**config.mk**
```make
export PLATFORM = sky130hd
export DESIGN_NAME = dpram_param_flat
export DESIGN_NICKNAME = d
export VERILOG_FILES = /design/src/rtl/dpram_pkg.sv /design/src/rtl/dpram_if.sv /design/src/rtl/dpram_rport.sv /design/src/rtl/dpram_param.sv /design/src/flat_wrapper.sv
export SDC_FILE = /design/constraint.sdc
export NUM_CORES = 2
export LEC_CHECK = 0
export ABC_AREA = 1
export BUFFER_PORTS_ARGS = -buffer_cell sky130_fd_sc_hd__clkbuf_2
export CELL_PAD_IN_SITES_DETAIL_PLACEMENT = 1
export CELL_PAD_IN_SITES_GLOBAL_PLACEMENT = 2
export CORE_MARGIN = 8
export CORE_UTILIZATION = 34
export DETAILED_ROUTE_END_ITERATION = 10
export HOLD_SLACK_MARGIN = 0.1
export PLACE_DENSITY_LB_ADDON = 0.15
export RECOVER_POWER = 25
export SLEW_MARGIN = 20
export SYNTH_ARGS = -nofsm -noshare
export SYNTH_HDL_FRONTEND = slang
export SYNTH_HIERARCHICAL = 1
export SYNTH_SLANG_ARGS = --single-unit
```
**constraint.sdc**
```tcl
create_clock -name clk -period 1.9 [get_ports clk]
set_input_delay 0.095 -clock clk [delete_from_list [all_inputs] [get_ports clk]]
set_output_delay 0.095 -clock clk [all_outputs]
set_load 0.1 [all_outputs]
```
**src/rtl/dpram_pkg.sv**
```systemverilog
// Shared constants and byte helpers for the parametrised dual-port RAM.
// Optional parity storage is enabled by defining DPRAM_PARITY_EN.
package dpram_pkg;

  localparam int BYTE_W = 8;

  // Even parity: the stored bit makes the total count of ones even.
  function automatic logic byte_parity(input logic [BYTE_W-1:0] data_byte);
    return ^data_byte;
  endfunction

  function automatic logic [BYTE_W-1:0] byte_merge(input logic [BYTE_W-1:0] old_byte,
                                                   input logic [BYTE_W-1:0] new_byte,
                                                   input logic              be);
    return be ? new_byte : old_byte;
  endfunction

endpackage

```
**src/rtl/dpram_if.sv**
```systemverilog
// Two-port RAM bus: request fields per port, registered responses one cycle later.
// perr_* / perr_inj_a exist only when DPRAM_PARITY_EN is defined.
interface dpram_if #(
  parameter int DATA_W = 32,
  parameter int ADDR_W = 5
);
  import dpram_pkg::*;

  // Handshake: no backpressure. re_x/we_x are accepted on every rising edge;
  // rvalid_x is high exactly one cycle after an accepted re_x, and rdata_x is
  // zero whenever rvalid_x is low. coll/oob_x/perr_x align with that cycle.
  logic [ADDR_W-1:0]        addr_a, addr_b;
  logic [DATA_W-1:0]        wdata_a, wdata_b;
  logic [DATA_W/BYTE_W-1:0] be_a, be_b;
  logic                     we_a, we_b;
  logic                     re_a, re_b;
  logic [DATA_W-1:0]        rdata_a, rdata_b;
  logic                     rvalid_a, rvalid_b;
  logic                     coll;
  logic                     oob_a, oob_b;
`ifdef DPRAM_PARITY_EN
  logic                     perr_a, perr_b;
  logic                     perr_inj_a;
`endif

  modport master (
    output addr_a, addr_b, wdata_a, wdata_b, be_a, be_b, we_a, we_b, re_a, re_b,
`ifdef DPRAM_PARITY_EN
    output perr_inj_a,
    input  perr_a, perr_b,
`endif
    input  rdata_a, rdata_b, rvalid_a, rvalid_b, coll, oob_a, oob_b
  );

  modport slave (
    input  addr_a, addr_b, wdata_a, wdata_b, be_a, be_b, we_a, we_b, re_a, re_b,
`ifdef DPRAM_PARITY_EN
    input  perr_inj_a,
    output perr_a, perr_b,
`endif
    output rdata_a, rdata_b, rvalid_a, rvalid_b, coll, oob_a, oob_b
  );

endinterface

```
**src/rtl/dpram_rport.sv**
```systemverilog
// One read port: forwards same-cycle writes from both ports into the returned word
// and registers rdata/rvalid/oob (and perr when DPRAM_PARITY_EN is defined).
module dpram_rport
  import dpram_pkg::*;
#(
  parameter int DATA_W = 32,
  parameter int ADDR_W = 5
) (
  input  logic                     clk,
  input  logic                     rst_n,
  input  logic                     re,
  input  logic                     acc,
  input  logic                     in_range,
  input  logic [ADDR_W-1:0]        raddr,
  input  logic [DATA_W-1:0]        mem_word,
`ifdef DPRAM_PARITY_EN
  input  logic [DATA_W/BYTE_W-1:0] mem_par,
  output logic                     perr,
`endif
  input  logic                     wr_a,
  input  logic [ADDR_W-1:0]        waddr_a,
  input  logic [DATA_W-1:0]        wdata_a,
  input  logic [DATA_W/BYTE_W-1:0] be_a,
  input  logic                     wr_b,
  input  logic [ADDR_W-1:0]        waddr_b,
  input  logic [DATA_W-1:0]        wdata_b,
  input  logic [DATA_W/BYTE_W-1:0] be_b,
  output logic [DATA_W-1:0]        rdata,
  output logic                     rvalid,
  output logic                     oob
);

  localparam int NB = DATA_W / BYTE_W;

  logic              hit_a, hit_b;
  logic [DATA_W-1:0] merged;

  // B is merged first so A overwrites it byte-wise, matching the array arbitration.
  always_comb begin
    hit_a  = wr_a && (waddr_a == raddr);
    hit_b  = wr_b && (waddr_b == raddr);
    merged = mem_word;
    for (int i = 0; i < NB; i++) begin
      merged[i*BYTE_W +: BYTE_W] = byte_merge(merged[i*BYTE_W +: BYTE_W],
                                              wdata_b[i*BYTE_W +: BYTE_W], hit_b && be_b[i]);
      merged[i*BYTE_W +: BYTE_W] = byte_merge(merged[i*BYTE_W +: BYTE_W],
                                              wdata_a[i*BYTE_W +: BYTE_W], hit_a && be_a[i]);
    end
  end

`ifdef DPRAM_PARITY_EN
  logic par_bad;

  always_comb begin
    par_bad = 1'b0;
    for (int i = 0; i < NB; i++) begin
      par_bad = par_bad | (byte_parity(mem_word[i*BYTE_W +: BYTE_W]) != mem_par[i]);
    end
  end
`endif

  always_ff @(posedge clk) begin
    if (!rst_n) begin
      rdata  <= '0;
      rvalid <= 1'b0;
      oob    <= 1'b0;
`ifdef DPRAM_PARITY_EN
      perr   <= 1'b0;
`endif
    end else begin
      rvalid <= re;
      oob    <= acc && !in_range;
      rdata  <= (re && in_range) ? merged : '0;
`ifdef DPRAM_PARITY_EN
      // Forwarded words carry fresh parity, so only pure array reads can flag.
      perr   <= re && in_range && !hit_a && !hit_b && par_bad;
`endif
    end
  end

endmodule

```
**src/rtl/dpram_param.sv**
```systemverilog
// Parametrised true dual-port RAM: owns the array and A-over-B write arbitration.
// Define DPRAM_PARITY_EN to store and check one even-parity bit per byte.
module dpram_param
  import dpram_pkg::*;
#(
  parameter int DATA_W = 32,
  parameter int ADDR_W = 5,
  parameter int DEPTH  = 1 << ADDR_W
) (
  input  logic   clk,
  input  logic   rst_n,
  dpram_if.slave bus
);

  localparam int              NB      = DATA_W / BYTE_W;
  localparam logic [ADDR_W:0] DEPTH_L = (ADDR_W+1)'(DEPTH);

  logic [DATA_W-1:0] mem [DEPTH];
  logic              in_a, in_b, wr_a, wr_b, same_addr;
  logic [DATA_W-1:0] word_a, word_b;

  assign in_a      = {1'b0, bus.addr_a} < DEPTH_L;
  assign in_b      = {1'b0, bus.addr_b} < DEPTH_L;
  assign same_addr = bus.addr_a == bus.addr_b;
  // Requests seen while in reset never touch the array.
  assign wr_a      = rst_n && bus.we_a && in_a;
  assign wr_b      = rst_n && bus.we_b && in_b;
  assign word_a    = in_a ? mem[bus.addr_a] : '0;
  assign word_b    = in_b ? mem[bus.addr_b] : '0;

  always_ff @(posedge clk) begin
    for (int i = 0; i < NB; i++) begin
      if (wr_b && bus.be_b[i] && !(wr_a && same_addr && bus.be_a[i]))
        mem[bus.addr_b][i*BYTE_W +: BYTE_W] <= bus.wdata_b[i*BYTE_W +: BYTE_W];
      if (wr_a && bus.be_a[i])
        mem[bus.addr_a][i*BYTE_W +: BYTE_W] <= bus.wdata_a[i*BYTE_W +: BYTE_W];
    end
  end

`ifdef DPRAM_PARITY_EN
  logic [NB-1:0] par_mem [DEPTH];
  logic [NB-1:0] par_a, par_b;

  assign par_a = in_a ? par_mem[bus.addr_a] : '0;
  assign par_b = in_b ? par_mem[bus.addr_b] : '0;

  // perr_inj_a corrupts byte 0 parity of port A writes for fault testing.
  always_ff @(posedge clk) begin
    for (int i = 0; i < NB; i++) begin
      if (wr_b && bus.be_b[i] && !(wr_a && same_addr && bus.be_a[i]))
        par_mem[bus.addr_b][i] <= byte_parity(bus.wdata_b[i*BYTE_W +: BYTE_W]);
      if (wr_a && bus.be_a[i])
        par_mem[bus.addr_a][i] <= byte_parity(bus.wdata_a[i*BYTE_W +: BYTE_W])
                                  ^ ((i == 0) && bus.perr_inj_a);
    end
  end
`endif

  always_ff @(posedge clk) begin
    if (!rst_n) bus.coll <= 1'b0;
    else        bus.coll <= wr_a && wr_b && same_addr;
  end

  dpram_rport #(.DATA_W(DATA_W), .ADDR_W(ADDR_W)) u_rport_a (
    .clk      (clk),
    .rst_n    (rst_n),
    .re       (bus.re_a),
    .acc      (bus.re_a || bus.we_a),
    .in_range (in_a),
    .raddr    (bus.addr_a),
    .mem_word (word_a),
`ifdef DPRAM_PARITY_EN
    .mem_par  (par_a),
    .perr     (bus.perr_a),
`endif
    .wr_a     (wr_a),
    .waddr_a  (bus.addr_a),
    .wdata_a  (bus.wdata_a),
    .be_a     (bus.be_a),
    .wr_b     (wr_b),
    .waddr_b  (bus.addr_b),
    .wdata_b  (bus.wdata_b),
    .be_b     (bus.be_b),
    .rdata    (bus.rdata_a),
    .rvalid   (bus.rvalid_a),
    .oob      (bus.oob_a)
  );

  dpram_rport #(.DATA_W(DATA_W), .ADDR_W(ADDR_W)) u_rport_b (
    .clk      (clk),
    .rst_n    (rst_n),
    .re       (bus.re_b),
    .acc      (bus.re_b || bus.we_b),
    .in_range (in_b),
    .raddr    (bus.addr_b),
    .mem_word (word_b),
`ifdef DPRAM_PARITY_EN
    .mem_par  (par_b),
    .perr     (bus.perr_b),
`endif
    .wr_a     (wr_a),
    .waddr_a  (bus.addr_a),
    .wdata_a  (bus.wdata_a),
    .be_a     (bus.be_a),
    .wr_b     (wr_b),
    .waddr_b  (bus.addr_b),
    .wdata_b  (bus.wdata_b),
    .be_b     (bus.be_b),
    .rdata    (bus.rdata_b),
    .rvalid   (bus.rvalid_b),
    .oob      (bus.oob_b)
  );

endmodule

```
**src/flat_wrapper.sv**
```systemverilog
// flat-port wrapper written by rule: the top's interface ports become plain ports
module dpram_param_flat import dpram_pkg::*;
#(
  parameter int DATA_W = 32,
  parameter int ADDR_W = 5,
  parameter int DEPTH  = 1 << ADDR_W
)
  (clk, rst_n, bus_addr_a, bus_addr_b, bus_wdata_a, bus_wdata_b, bus_be_a, bus_be_b, bus_we_a, bus_we_b, bus_re_a, bus_re_b, bus_rdata_a, bus_rdata_b, bus_rvalid_a, bus_rvalid_b, bus_coll, bus_oob_a, bus_oob_b);
  dpram_if #(.DATA_W(DATA_W), .ADDR_W(ADDR_W)) bus_i ();
  input  logic clk;
  input  logic rst_n;
  input wire logic [$bits(bus_i.addr_a)-1:0] bus_addr_a;
  input wire logic [$bits(bus_i.addr_b)-1:0] bus_addr_b;
  input wire logic [$bits(bus_i.wdata_a)-1:0] bus_wdata_a;
  input wire logic [$bits(bus_i.wdata_b)-1:0] bus_wdata_b;
  input wire logic [$bits(bus_i.be_a)-1:0] bus_be_a;
  input wire logic [$bits(bus_i.be_b)-1:0] bus_be_b;
  input wire logic [$bits(bus_i.we_a)-1:0] bus_we_a;
  input wire logic [$bits(bus_i.we_b)-1:0] bus_we_b;
  input wire logic [$bits(bus_i.re_a)-1:0] bus_re_a;
  input wire logic [$bits(bus_i.re_b)-1:0] bus_re_b;
  output wire logic [$bits(bus_i.rdata_a)-1:0] bus_rdata_a;
  output wire logic [$bits(bus_i.rdata_b)-1:0] bus_rdata_b;
  output wire logic [$bits(bus_i.rvalid_a)-1:0] bus_rvalid_a;
  output wire logic [$bits(bus_i.rvalid_b)-1:0] bus_rvalid_b;
  output wire logic [$bits(bus_i.coll)-1:0] bus_coll;
  output wire logic [$bits(bus_i.oob_a)-1:0] bus_oob_a;
  output wire logic [$bits(bus_i.oob_b)-1:0] bus_oob_b;
  assign bus_i.addr_a = bus_addr_a;
  assign bus_i.addr_b = bus_addr_b;
  assign bus_i.wdata_a = bus_wdata_a;
  assign bus_i.wdata_b = bus_wdata_b;
  assign bus_i.be_a = bus_be_a;
  assign bus_i.be_b = bus_be_b;
  assign bus_i.we_a = bus_we_a;
  assign bus_i.we_b = bus_we_b;
  assign bus_i.re_a = bus_re_a;
  assign bus_i.re_b = bus_re_b;
  assign bus_rdata_a = bus_i.rdata_a;
  assign bus_rdata_b = bus_i.rdata_b;
  assign bus_rvalid_a = bus_i.rvalid_a;
  assign bus_rvalid_b = bus_i.rvalid_b;
  assign bus_coll = bus_i.coll;
  assign bus_oob_a = bus_i.oob_a;
  assign bus_oob_b = bus_i.oob_b;
  dpram_param #(.DATA_W(DATA_W), .ADDR_W(ADDR_W), .DEPTH(DEPTH)) u_core (.clk(clk), .rst_n(rst_n), .bus(bus_i));
endmodule
```
==> flow_summary.yaml <==
layout:
  post-route-util: 0.426
  fin_cells: 12900
  fin_nets: 10200
  final_common_cell: "nand2_1"
  synthToLayoutAreaGrowth_pct: 24.6
  final_cell_mix: "4245 x nand2_1, 1335 x o21ai_0, 1195 x nand3_1"
  drive_above_1_share: 0.127
pwr:
  p_seq_frac: 0.423
  leakage_nw: 38.7
  p_sw_frac: 0.288
  intPower_w: 0.0449
  p_comb_frac: 0.152
  pwr-share-clk: 0.425
  peakVddDrop_v: 0.000809
  p_switching_w: 0.0181
  p_per_area_nw_per_um2: 740
worst_setup_path:
  cp.arrival_ns: 2.68
  crit_top_cell: "nand2_1"
  rrSetupSlack_ns: 0.07
  cp_max_fo: 32
  slowest_delay_ns: 0.72
  cp-end-kind: "flip-flop"
  cp_num_buf_inv: 5
  cp-start-kind: "input pin"
  cp.required_ns: 2.65
  crit_slowest_cell: "buf_4"
  rr_startpoint: "u_core/mem[15][29]$_DFFE_PP_"
  crit_chain: "clkbuf_2 > inv_1 > buf_4 > nor3_2 > buf_4 > nand2_1 > nand2_1 > nor2_1 > nand2_1 > nand2_1 > nand3_1 > nand2_1 > inv_1"
  critPathKind: "input pin to flip-flop"
  cp-startpoint: "bus_addr_b[4]"
  crit_family: "buffers and inverters"
drt:
  via_per_inst: 5.70
  drc: 0
  drt_iter0_drc: 6828
  vias: 73300
  first_pass_iters: 5
  wl_per_cell_um: 28.0
  final_antenna_net_count: 0
  routed_wl_mm: 361
global_routing:
  grt_pass1_wl_mm: 514
  grt_pass1_vias: 73300
  grt_usage: 0.321
  grt_start_max_net_pins: 74
  gr-total-overflow: 0
  antenna_found_initial: 21
timing:
  report.final.slew_viol_count: 0
  whs_ns: 0.170
  fmax_ghz: 0.520
  max-slew-margin-rel: 0.315
  setup_viol: 2
  min_period_over_period: 1.01
  finalHoldViolCount: 0
  setup_tns_ns: -0.0320
  final.min_clock_period_ns: 1.92
  worstMarginPinSlew_ns: 1.03
  setup_ws_ns: -0.0249
  rsz0062_at_grt: "yes"
  skew_ns: 0.0186
place:
  globalplace.congestion: 0.934
  hpwl_mm: 254
  port_buffers: 156
  placed_cells: 12500
flow_run:
  cap_violations: 0
clocking:
  clock_latency_ns: 0.82
  cts_sinks: 1093
  cts_setup_buffers: 0
  clkTransAtPathRegs_ns: 0.06
  cts_tree: "built"
  h-tree-depth: 4
  clk_path_buf_depth: 3
  root_buffer: "clkbuf_16"
  cts_buffers: 138
die:
  core_um2: 200000
  die_w_um: 464
  rows: 164
  fp.dieH_um: 464
  start_util: 0.342
  pin_count: 157
  dieArea_um2: 216000
logic_synthesis:
  ys_warn_count: 6
  syn_area_um2: 68400
  ys_types: 27
  ys_seq_area_frac: 0.470
  ys_seq_elements: 1093
  synthCells: 9638
  avgSynthCellArea_um2: 7.09
outcome:
  failed_checks: "setup timing"
  status: "finished, violations left"
min_path:
  hold_start: "bus_wdata_b[3]"
  hp-class: "input pin to flip-flop"
-- flip-flops by register name, summed over array words and instances, names as in the netlist --
register	flops
u_core/bus.coll	1
u_core/mem	1024
u_core/u_rport_a/oob	1
u_core/u_rport_a/rdata	32
u_core/u_rport_a/rvalid	1
u_core/u_rport_b/oob	1
u_core/u_rport_b/rdata	32
u_core/u_rport_b/rvalid	1
-- worst register-to-register path, delay by kind of cell (launching register included) --
family / cells / cell delay, ns
AND/OR/NAND/NOR: 10 / 1.23
flip-flops: 1 / 0.39
AO/OA/AOI/OAI: 1 / 0.08
buffers and inverters: 1 / 0.04
-- synth_stat cells --
cell type	n	area, um2
a21oi_1	1	5.00
buf_1	85	319
buf_2	33	165
buf_4	9	67.6
buf_6	14	158
clkbuf_1	678	2540
clkbuf_4	6	45.0
conb_1	1	3.75
dfxtp_1	69	1380
edfxtp_1	1024	30700
inv_1	320	1200
inv_2	13	48.8
nand2_1	4247	15900
nand2_2	6	37.5
nand3_1	1195	5980
nand4_1	200	1250
nand4_2	8	100
nor2_1	313	1170
nor2_2	32	200
nor2_4	6	67.6
nor3_1	3	15.0
nor3_2	2	20.0
nor3_4	1	16.3
o21ai_0	1330	6660
o21ai_1	37	185
or2_2	2	12.5
xor2_1	3	26.3
-- stage by stage --
step                cell area (um2)  worst slack [ns]  total power (W)
floorplan                     68400            0.0607           0.0319
global placement              81100            -0.690           0.0363
detailed placement            81100            -0.715           0.0365
CTS                           86400            0.0108           0.0633
global route                  85200           -0.0144           0.0648
finish                        85200           -0.0249           0.0631
-- final timing paths --
check / end / depth (start not counted)
worst min-delay path: u_core/mem[27][3]$_DFFE_PP_ / 3
worst max-delay path: u_core/u_rport_b/rdata[31]$_SDFF_PN0_ / 13
worst min register to register: u_core/u_rport_a/rdata[9]$_SDFF_PN0_ / 10
worst max register to register: u_core/u_rport_a/rdata[29]$_SDFF_PN0_ / 12
-- power groups by stage --
| stage | Clock [W] | Combinational [W] | Sequential (W) |
|---|---|---|---|
| floorplan | 0 | 0.00446 | 0.0275 |
| global placement | 0 | 0.00909 | 0.0272 |
| detailed placement | 0 | 0.00929 | 0.0272 |
| CTS | 0.0271 | 0.00945 | 0.0267 |
| global route | 0.0279 | 0.0102 | 0.0267 |
| finish | 0.0268 | 0.00960 | 0.0267 |
-- area by class of cell --
| cell class | count | area (um2) |
|---|---|---|
| fill | 24500 | 115000 |
| sequential | 1093 | 32100 |
| multi-input combinational | 7390 | 31800 |
| timing repair buffer | 1134 | 12200 |
| clock buffer | 179 | 3770 |
| tap | 2656 | 3320 |
| inverter | 333 | 1280 |
| clock inverter | 72 | 682 |
| antenna | 7 | 17.5 |
-- layer usage --
| metal | vias up | global-route usage | share of wire |
|---|---|---|---|
| met2 | 2992 | 0.515 | 0.45 |
| met4 | 14 | 0.146 | 0.051 |
| met3 | 717 | 0.0554 | 0.075 |
| met5 | - | 0 | 0.00027 |
| met1 | 36700 | 0.423 | 0.42 |
| li1 | 32900 | - | - |
-- cells by family (layout without fill, tap and decap cells) --
kind of cell | count (synthesis) | after routing | share of synthesized area
and+or+nand+nor | 6015 | 6015 | 0.363
other | 1 | 11 | 0.0000548
buffers and inverters | 1158 | 1718 | 0.0665
DFF | 1093 | 1093 | 0.470
xor gates and xnor gates | 3 | 3 | 0.000384
AOI/OAI and AO/OA | 1368 | 1368 | 0.100
-- timing repair --
item | 4_1_cts | 5_1_grt
gates resized for setup | 7 | 7
hold buffers | 90 | 0
hold endpoints to repair | 1005 | 0
cloned | 0 | 3
endpoints found under the setup margin | 7 | 6
pin swaps | 0 | 1
No activity file was read; power rests on OpenSTA's default activity.
